### src/rtl/fifo_drain_ser_pkg.sv
// Shared definitions for the FIFO drain serializer: FSM encoding, default header
// byte and the bytes-per-word calculation.
package fifo_drain_ser_pkg;

  typedef enum logic [2:0] {
    IDLE,
    POP,
    LOAD,
    SYNC,
    DATA,
    CSUM
  } state_t;

  localparam logic [7:0] SYNC_BYTE_DEFAULT = 8'hAA;

  function automatic int unsigned num_bytes(input int unsigned buf_length);
    return (buf_length + 1) / 8;
  endfunction

endpackage

### src/rtl/fifo_drain_ser.sv
// Pops one word at a time from a FIFO and sends it as a byte packet:
// sync byte, data bytes MSB-first, then XOR checksum of the data bytes.
module fifo_drain_ser
  import fifo_drain_ser_pkg::*;
#(
  parameter int unsigned BUF_LENGTH = 63,
  parameter logic [7:0]  SYNC_BYTE  = SYNC_BYTE_DEFAULT
) (
  input  logic                  clk,
  input  logic                  rst,
  input  logic                  buf_empty,
  input  logic [BUF_LENGTH:0]   buf_out,
  output logic                  rd_en,
  output logic [7:0]            tx_data,
  output logic                  tx_valid,
  input  logic                  tx_ready,
  output logic                  busy,
  output logic [15:0]           word_count
);

  localparam int unsigned NB    = num_bytes(BUF_LENGTH);
  localparam int unsigned IDX_W = (NB > 1) ? $clog2(NB) : 1;
  localparam logic [IDX_W-1:0] LAST_IDX = IDX_W'(NB - 1);

  state_t              state;
  logic [BUF_LENGTH:0] shreg;
  logic [IDX_W-1:0]    idx;
  logic [7:0]          csum;

  // Outputs are registered alongside the state: each transition loads the
  // values the next state presents, so tx_data holds while a byte is stalled.
  always_ff @(posedge clk) begin
    if (rst) begin
      state      <= IDLE;
      rd_en      <= 1'b0;
      tx_valid   <= 1'b0;
      tx_data    <= '0;
      busy       <= 1'b0;
      word_count <= '0;
      idx        <= '0;
      csum       <= '0;
      shreg      <= '0;
    end else begin
      unique case (state)
        IDLE: begin
          if (!buf_empty) begin
            state <= POP;
            rd_en <= 1'b1;
            busy  <= 1'b1;
          end
        end
        POP: begin
          state <= LOAD;
          rd_en <= 1'b0;
        end
        LOAD: begin
          shreg    <= buf_out;
          csum     <= '0;
          idx      <= '0;
          state    <= SYNC;
          tx_valid <= 1'b1;
          tx_data  <= SYNC_BYTE;
        end
        SYNC: begin
          if (tx_ready) begin
            state   <= DATA;
            tx_data <= shreg[BUF_LENGTH -: 8];
            shreg   <= shreg << 8;
          end
        end
        DATA: begin
          if (tx_ready) begin
            csum <= csum ^ tx_data;
            if (idx == LAST_IDX) begin
              state   <= CSUM;
              tx_data <= csum ^ tx_data;
            end else begin
              idx     <= idx + IDX_W'(1);
              tx_data <= shreg[BUF_LENGTH -: 8];
              shreg   <= shreg << 8;
            end
          end
        end
        CSUM: begin
          if (tx_ready) begin
            word_count <= word_count + 16'd1;
            tx_valid   <= 1'b0;
            tx_data    <= '0;
            idx        <= '0;
            if (!buf_empty) begin
              state <= POP;
              rd_en <= 1'b1;
            end else begin
              state <= IDLE;
              busy  <= 1'b0;
            end
          end
        end
        default: begin
          state    <= IDLE;
          rd_en    <= 1'b0;
          tx_valid <= 1'b0;
          tx_data  <= '0;
          busy     <= 1'b0;
        end
      endcase
    end
  end

endmodule

### config.mk
export PLATFORM = sky130hd
export DESIGN_NAME = fifo_drain_ser
export DESIGN_NICKNAME = d
export VERILOG_FILES = /design/src/rtl/fifo_drain_ser_pkg.sv /design/src/rtl/fifo_drain_ser.sv
export SDC_FILE = /design/constraint.sdc
export NUM_CORES = 1
export LEC_CHECK = 0
export CORE_MARGIN = 4
export CORE_UTILIZATION = 42
export CTS_BUF_LIST = sky130_fd_sc_hd__clkbuf_4 sky130_fd_sc_hd__clkbuf_8
export CTS_CLUSTER_DIAMETER = 40
export DETAILED_ROUTE_END_ITERATION = 10
export GPL_TIMING_DRIVEN = 0
export PLACE_DENSITY = 0.67
export REMOVE_ABC_BUFFERS = 1
export SYNTH_ARGS = -nofsm -noshare
export SYNTH_HDL_FRONTEND = slang
export SYNTH_SLANG_ARGS = --single-unit
### constraint.sdc
create_clock -name clk -period 4 [get_ports clk]
set_input_delay 0.8 -clock clk [delete_from_list [all_inputs] [get_ports clk]]
set_output_delay 0.8 -clock clk [all_outputs]
set_load 0.02 [all_outputs]
==> results.yml <==
placed_design:
  numPortBuffers: 94
  pre_cts_ws_ns: 0.785
  place_area_um2: 5810
  gp_congestion: 0.761
  hpwl_mm: 7.56
floorplan:
  ios: 95
  die_w_um: 115
  start_util_pct: 43.8
  rows: 38
  die_h_um: 115
  dieArea_um2: 13300
  core-area_um2: 11100
worst_setup_path:
  cp.arrival_ns: 3.15
  reg2reg_to: "shreg[14]"
  cp_max_fo: 69
  critPathLaunchType: "input pin"
  worstSetupEndpoint: "shreg[14]"
  worstSetupEndpointType: "flip-flop"
  regToRegSetupSlack_ns: 1.14
  cp.required_ns: 4.27
  startpoint: "tx_ready"
  r2r-start: "state[1]"
  r2r_cells: 5
  worstSetupPathType: "input pin to flip-flop"
synth:
  syn_area_um2: 4850
  yosysWarnings: 0
  synth_edf_count: 0
  ys.flop_type: "dfxtp_1"
  synth_top_cell_by_area: "dfxtp_1"
  netlist_instances: 599
  ys_ff_latch: 105
  synth_common_cells: "nand2_1 (134), dfxtp_1 (105), nor2_1 (85)"
  synthDistinctLibCells: 56
  syn_avg_cell_area_um2: 8.10
  yosysMostFrequentCell: "nand2_1"
  yosysSeqAreaShare_pct: 43.3
  async_flop_share_pct: 0
  synth_top_area_share_pct: 43.3
  synth.area.top_cells: "dfxtp_1 (43%), nand2_1 (10%), a311oi_1 (9.7%)"
timing:
  clock_skew_ns: 0.0161
  finalCriticalPeriod_ns: 2.88
  layout_setup_ws_ns: 1.12
  hold_violations: 0
  fmax_ghz: 0.347
  relSlewSlack_pct: 30.6
  period_share_pct: 72.0
  tightest_slew_ns: 1.04
  maxSlewViolCount: 0
  finalSetupViolCount: 0
  rsz0062_at_grt: "no"
finish:
  diodes: 0
  syn2layout_area_growth_pct: 23.6
  fin_area_um2: 6000
  drive_above_1_share_pct: 5.27
  finalNetCount: 730
pwr:
  comb_power_share_pct: 16.2
  internal-power_uw: 1520
  p_sw_uw: 624
  leakage_uw: 0.00206
  vdd.ir_drop.worst_uv: 195
  p_total_uw: 2140
  clkPwrFrac_pct: 29.5
  swShare_pct: 29.1
  pwr-share-seq_pct: 54.3
  p_per_area_nw_per_um2: 357
global_route:
  grt-ovfl-total: 0
  grt_pass1_vias: 4079
  track_usage_pct: 17.0
  antenna_found_initial: 0
  grt_pass1_wl_mm: 18.9
  grt_max_degree: 72
hold_path:
  holdCritPathClass: "flip-flop to flip-flop"
clock_tree:
  clkTransAtPathRegs_ns: 0.10
  numCtsBuffers: 9
  clock_latency_ns: 0.37
  clock-sinks: 105
  hold_buffers: 0
  cts_resized: 0
  cts_setup_buffers: 0
  h-tree-depth: 3
  cts_tree: "built"
  cts_buffer_depth: 2
  cts-root-buf: "clkbuf_8"
job:
  maxCapViolCount: 0
drt:
  drc: 0
  drtIter0Drc: 306
  drtPass1Iterations: 4
  antenna_left: 0
  wl_mm: 11.3
  wire_per_inst_um: 14.1
  vias: 4476
  post_drt_via_cell_ratio: 5.57
outcome:
  status: "finished clean"
stage by stage:
stage / utilization (%) / hold slack, ns / instances / TNS [ns]
finish: 54.1 / 0.455 / 804 / 0
global route: 54.1 / 0.479 / 804 / 0
CTS: 54.1 / 0.458 / 804 / 0
detailed placement: 52.5 / 0.445 / 788 / 0
global placement: 51.6 / 0.438 / 784 / -45.98
floorplan: - / 0.426 / 550 / 0
worst max-delay path: stages:
cell and delay [ns]:
clkdlybuf4s50_1 0.86, nand2b_1 0.28, a32o_4 0.53, buf_16 0.32, nor2_1 0.08, a311oi_1 0.25
power groups by stage:
stage | registers, uW | clock network [uW] | logic [uW]
after global routing | 1170 | 689 | 391
after detailed placement | 1190 | 0 | 349
final | 1160 | 632 | 347
after CTS | 1160 | 655 | 350
after global placement | 1190 | 0 | 336
after floorplan | 1180 | 0 | 194
flip-flops by register name (all words and copies together) (netlist names):
signal	count
shreg	64
word_count	16
csum	8
tx_data	8
idx	3
state	3
busy	1
rd_en	1
tx_valid	1
how the worst min path moves through the flow:
stage                        start       end  slack [ns]  cells past startpoint
after floorplan           shreg[0]  shreg[0]        0.43                      2
after global placement    shreg[5]  shreg[5]        0.44                      2
after detailed placement  shreg[6]  shreg[6]        0.45                      2
after CTS                 shreg[6]  shreg[6]        0.46                      2
after global routing      shreg[2]  shreg[2]        0.48                      2
final                     shreg[5]  shreg[5]        0.45                      2
cells in the final DEF (no fill, tap or decap), types with 9 or more instances in the layout:
cell type        count
clkdlybuf4s50_1     93
nor2_1              85
nand3_1             16
nand2_1            134
inv_1               12
clkbuf_8             9
a311oi_1            54
dfxtp_1            105
o21ai_0             13
a21oi_1             30
layer usage:
| layer | vias up | routed length [um] | GRT usage (%) |
|---|---|---|---|
| li1 | 2260 | - | - |
| met1 | 2089 | 5240 | 22.7 |
| met2 | 112 | 5280 | 27.4 |
| met3 | 15 | 599 | 3.66 |
| met4 | 0 | 180 | 6.18 |
| met5 | - | 0 | 0 |
cells by family after synthesis:
group	Yosys count	share of synthesized area (%)
AOI/OAI and AO/OA	138	21.8
xor gates and xnor gates	9	1.63
DFF	105	43.3
buffers and inverters	61	6.09
muxes	2	0.464
and+or+nand+nor	281	25.9
adders and majority gates	3	0.774
layout make-up:
cell class | instances | area, um^2
Inverter | 12 | 45.0
Timing Repair Buffer | 98 | 1020
Clock buffer | 9 | 124
Multi-Input combinational cell | 433 | 2470
Fill cell | 1071 | 5080
Sequential cell | 105 | 2100
Clock inverter | 7 | 62.6
Tap cell | 140 | 175
No activity file was read; power rests on OpenSTA's default activity.
